===== src/rtl/pc_fetch_ctrl.sv =====
// Program counter and next-PC sequencer with an instruction-memory req/ready handshake.
// Redirects seen while a fetch is outstanding are held until the fetch completes.
module pc_fetch_ctrl #(
    parameter logic [31:0] RESET_PC   = 32'h0040_0000,
    parameter logic [31:0] EXC_VECTOR = 32'h0040_0004
) (
    input  logic        clk,
    input  logic        rst_n,
    input  logic        stall,
    input  logic        exc,
    input  logic        jmp,
    input  logic [31:0] jmp_target,
    input  logic        br_taken,
    input  logic [31:0] br_target,
    input  logic [31:0] pc_plus4,
    input  logic        imem_ready,
    output logic [31:0] pc,
    output logic        imem_req,
    output logic [31:0] imem_addr,
    output logic        fetch_valid,
    output logic        misalign
);

    typedef enum logic [1:0] {
        BOOT,
        FETCH,
        HOLD
    } state_t;

    state_t      state;
    state_t      state_nx;
    logic [31:0] pc_q;
    logic        pend_valid;
    logic [1:0]  pend_lvl;
    logic [31:0] pend_target;
    logic        misalign_q;

    logic [1:0]  req_lvl;
    logic [31:0] req_target;
    logic [1:0]  held_lvl;
    logic        redirect;
    logic [31:0] target;
    logic        bad_align;
    logic [31:0] pc_next;
    logic        fire;

    // Request level: 3 = exc, 2 = jmp, 1 = branch, 0 = none.
    always_comb begin
        req_lvl    = 2'd0;
        req_target = '0;
        if (exc) begin
            req_lvl    = 2'd3;
            req_target = EXC_VECTOR;
        end else if (jmp) begin
            req_lvl    = 2'd2;
            req_target = jmp_target;
        end else if (br_taken) begin
            req_lvl    = 2'd1;
            req_target = br_target;
        end
    end

    assign held_lvl = pend_valid ? pend_lvl : 2'd0;

    always_comb begin
        redirect = 1'b1;
        target   = pc_plus4;
        if (req_lvl == 2'd3) begin
            target = EXC_VECTOR;
        end else if (pend_valid) begin
            target = pend_target;
        end else if (req_lvl != 2'd0) begin
            target = req_target;
        end else begin
            redirect = 1'b0;
        end
    end

    assign bad_align = redirect & (target[1:0] != 2'b00);
    assign pc_next   = bad_align ? EXC_VECTOR : target;

    always_comb begin
        state_nx = state;
        imem_req = 1'b0;
        unique case (state)
            BOOT:  state_nx = FETCH;
            FETCH: begin
                imem_req = ~stall;
                if (stall) state_nx = HOLD;
            end
            HOLD:  if (!stall) state_nx = FETCH;
            default: state_nx = BOOT;
        endcase
    end

    assign fire        = imem_req & imem_ready;
    assign fetch_valid = fire;
    assign pc          = pc_q;
    assign imem_addr   = pc_q;
    assign misalign    = misalign_q;

    always_ff @(posedge clk or negedge rst_n) begin
        if (!rst_n) begin
            state       <= BOOT;
            pc_q        <= RESET_PC;
            pend_valid  <= 1'b0;
            pend_lvl    <= 2'd0;
            pend_target <= '0;
            misalign_q  <= 1'b0;
        end else begin
            state      <= state_nx;
            misalign_q <= fire & bad_align;
            if (fire) begin
                pc_q       <= pc_next;
                pend_valid <= 1'b0;
            end else if (req_lvl > held_lvl) begin
                // Only a strictly stronger request may replace a held one.
                pend_valid  <= 1'b1;
                pend_lvl    <= req_lvl;
                pend_target <= req_target;
            end
        end
    end

endmodule


===== config.mk =====
export PLATFORM = sky130hd
export DESIGN_NAME = pc_fetch_ctrl
export DESIGN_NICKNAME = d
export VERILOG_FILES = /design/src/rtl/pc_fetch_ctrl.sv
export SDC_FILE = /design/constraint.sdc
export NUM_CORES = 1
export LEC_CHECK = 0
export ABC_AREA = 0
export CORE_MARGIN = 2
export CORE_UTILIZATION = 39
export CTS_CLUSTER_DIAMETER = 40
export DETAILED_ROUTE_END_ITERATION = 8
export GPL_TIMING_DRIVEN = 0
export PLACE_DENSITY = 0.83
export SLEW_MARGIN = 10
export SYNTH_ARGS = -nofsm -noshare
export SYNTH_HDL_FRONTEND = slang
export SYNTH_SLANG_ARGS = --single-unit

===== constraint.sdc =====
create_clock -name clk -period 2.35 [get_ports clk]
set_input_delay 0.5875 -clock clk [delete_from_list [all_inputs] [get_ports clk]]
set_output_delay 0.5875 -clock clk [all_outputs]
set_load 0.005 [all_outputs]

==> impl_results.md <==
- Via Count: 4,233
- FP Rows: 36
- Crit path from: stall
- Worst Max-Slew Pin Slew: 617 ps
- Net Count, Synth: 548
- Required time of the critical path: 1760 ps
- WP data arrival: 1700 ps
- Tot GR Track Use: 25.0%
- Pleak: 0.00246 uW
- RSZ-0062 raised after global routing: false
- Power Total: 6600 uW
- Post-route insts no fill: 761
- Pin count of the biggest net entering global routing: 42
- Post-synthesis cell type count: 43
- H-tree levels: 3
- # DRC: 0
- Root buffer cell: clkbuf_8
- Vias/cell: 5.56
- Post-DR wirelength/cell: 18.1 um
- Ports: 170
- Clk_skew: 7.77 ps
- Vias in the first global route: 4,327
- P&R area growth vs syn: 54.5%
- Yosys warns: 0
- Syn_area_per_cell: 8.89 um2
- Iter 0 DRT Violations: 345
- Hold bufs inserted after CTS: 0
- Fin. Hold Viols: 0
- Tmin final: 2290 ps
- Crit end category: output port
- Commonest cells after routing, fill and taps aside: clkdlybuf4s50_1, dfrtp_1, a22oi_1
- DRT Pass-1 Iters: 5
- Filler instances: 835
- Final setup violation count: 0
- Gpl congestion: 0.812
- Worst Setup Start Kind: input pin
- Clk_lat worst skew: 350 ps
- Register area: 1750 um2
- DP Area: 5820 um2
- Post-DP HPWL: 10,100 um
- Place WS: -1040 ps
- Seq/Total Area, Yosys: 44.5%
- Cell Area, Synth: 3940 um2
- Post-route clock period utilization: 97.5%
- Die Ht: 105 um
- Port buffer count: 169
- First-pass GRT wire length: 21,600 um
- Max-cap check violation count: 0
- Initial antenna violation count: 0
- PnR worst setup slack: 57.6 ps
- Initial cell density of the core: 40.3%
- CTS max path bufs: 2
- Post-route ant nets: 0
- Synthesized flop and latch total: 70
- Final instance area: 6090 um2
- Slew headroom: 58.8%
- Detailed Route WL: 13,800 um
- Clk pin slew, worst setup/hold paths: 70 ps
- Ant diodes: 0
- Chip Width: 105 um
- DP Cell Count: 746
- Nets@finish: 728
- CTS tree: yes
- Status: complete, no violations
- Most common cell after layout, fill and taps aside: clkdlybuf4s50_1
- Min-Delay Path Class: in -> async
- Reg-to-reg startpoint: pend_valid$_DFFE_PN0P_
- Worst VDD drop: 595 uV
- Footprint of the multi-input gates: 1750 um2
- Syn Inst Count: 443
- CP Max Fanout: 3
- Num CTS Buffers: 9
- Pwr dens: 1080 nW/um2
- Fmax: 436 MHz
- Total die area: 10,900 um2
- CTS Sinks: 70
- Critical path type: in -> out
- Ratio of cells with drive above 1 in the final layout: 14.3%
- Grt total ovfl: 0
- Slew Limit Fails: 0
- Core ar.: 9770 um2
final cells by class:
cell class                      count  share of cell area [%]
Inverter                            8                   0.576
Clock inverter                      4                   0.740
Tap cell                          133                    2.73
Clock buffer                       12                    2.55
Buffer                             67                    7.69
Sequential cell                    70                    28.8
Timing Repair Buffer              172                    28.2
Multi-Input combinational cell    295                    28.7
report_power, final:
part / leakage [uW] / internal, uW / total (uW) / switching (uW)
Combinational: 0.00143 / 1930 / 3500 / 1570
Clock: 0.000106 / 544 / 1010 / 464
Sequential: 0.000924 / 1730 / 2090 / 357
Total: 0.00246 / 4200 / 6600 / 2390
path summary, 6_finish.rpt:
| kind | depth (start not counted) | slack, ps | end |
|---|---|---|---|
| min in group clk | 2 | 490 | pend_target[22]$_DFFE_PN0P_ |
| max in group asynchronous | 2 | 1620 | pend_valid$_DFFE_PN0P_ |
| max reg2reg | 10 | 300 | pend_target[0]$_DFFE_PN0P_ |
| min reg2reg | 2 | 490 | pend_target[22]$_DFFE_PN0P_ |
| max | 5 | 60 | fetch_valid |
| min | 1 | 160 | state[0]$_DFFE_PN0P_ |
through the flow:
stage                     util [%]  hold WS (ps)  TNS, ps
after detailed placement      59.5           475   -38090
after global routing          62.3           188        0
after global placement        59.3           461  -153840
after floorplan                  -           292        0
after CTS                     62.3           167        0
final                         62.3           163        0
critical path, cell delays in order:
cell and delay [ps]:
dlygate4sd2_1 280, nor2_4 130, nand3_4 120, inv_4 90
clkdlybuf4s50_1 500
cells in the mapped netlist (all sizes together):
| master | n | area, um2 |
|---|---|---|
| nand2b | 2 | 12.5 |
| a32oi | 1 | 8.76 |
| o21ai | 64 | 320 |
| o2bb2ai | 1 | 8.76 |
| o211ai | 2 | 15.0 |
| and3 | 2 | 12.5 |
| nor2 | 8 | 40.0 |
| clkbuf | 15 | 56.3 |
| nand2 | 44 | 168 |
| a31oi | 1 | 6.26 |
| buf | 55 | 384 |
| nor4 | 1 | 12.5 |
| nand3 | 3 | 20.0 |
| dfstp | 1 | 26.3 |
| o22ai | 26 | 163 |
| nor2b | 1 | 6.26 |
| o22a | 2 | 17.5 |
| or2 | 1 | 6.26 |
| xor2 | 1 | 8.76 |
| o31ai | 3 | 22.5 |
| a22oi | 55 | 418 |
| clkinv | 1 | 3.75 |
| dfrtp | 69 | 1730 |
| a32o | 2 | 20.0 |
| mux2i | 4 | 40.0 |
| inv | 7 | 26.3 |
| ha | 2 | 25.0 |
| and2 | 4 | 25.0 |
| a221oi | 2 | 17.5 |
| nor3 | 28 | 140 |
| o21bai | 1 | 7.51 |
| o311a | 1 | 10.0 |
| a21oi | 33 | 165 |
sequential cells by signal (all words and copies together), names as in the netlist:
name         flops
imem_addr       32
state            2
pend_lvl         2
misalign         1
pend_valid       1
pend_target     32
routing by layer:
layer | track usage (%) | share of wire (%) | vias up
met5 | 0 | 0 | -
met4 | 9.27 | 1.7 | 0
met3 | 4.01 | 7.0 | 24
met2 | 43.2 | 49 | 204
met1 | 31.2 | 42 | 2037
li1 | - | - | 1968
repair_timing:
action | in CTS | in global routing
resized for setup | 29 | 4
setup endpoints to repair | 37 | 35
setup buffers | 2 | 0
cloned | 0 | 0
pin swaps | 2 | 1
logic make-up after synthesis:
logic type,synth area share (%)
AOI/OAI and AO/OA,30.5
and+or+nand+nor,11.2
buffers and inverters,11.9
DFF,44.5
muxes,1.02
adders and majority gates,0.635
xor gates and xnor gates,0.222
Note: power is estimated with default switching activity, not from simulation.
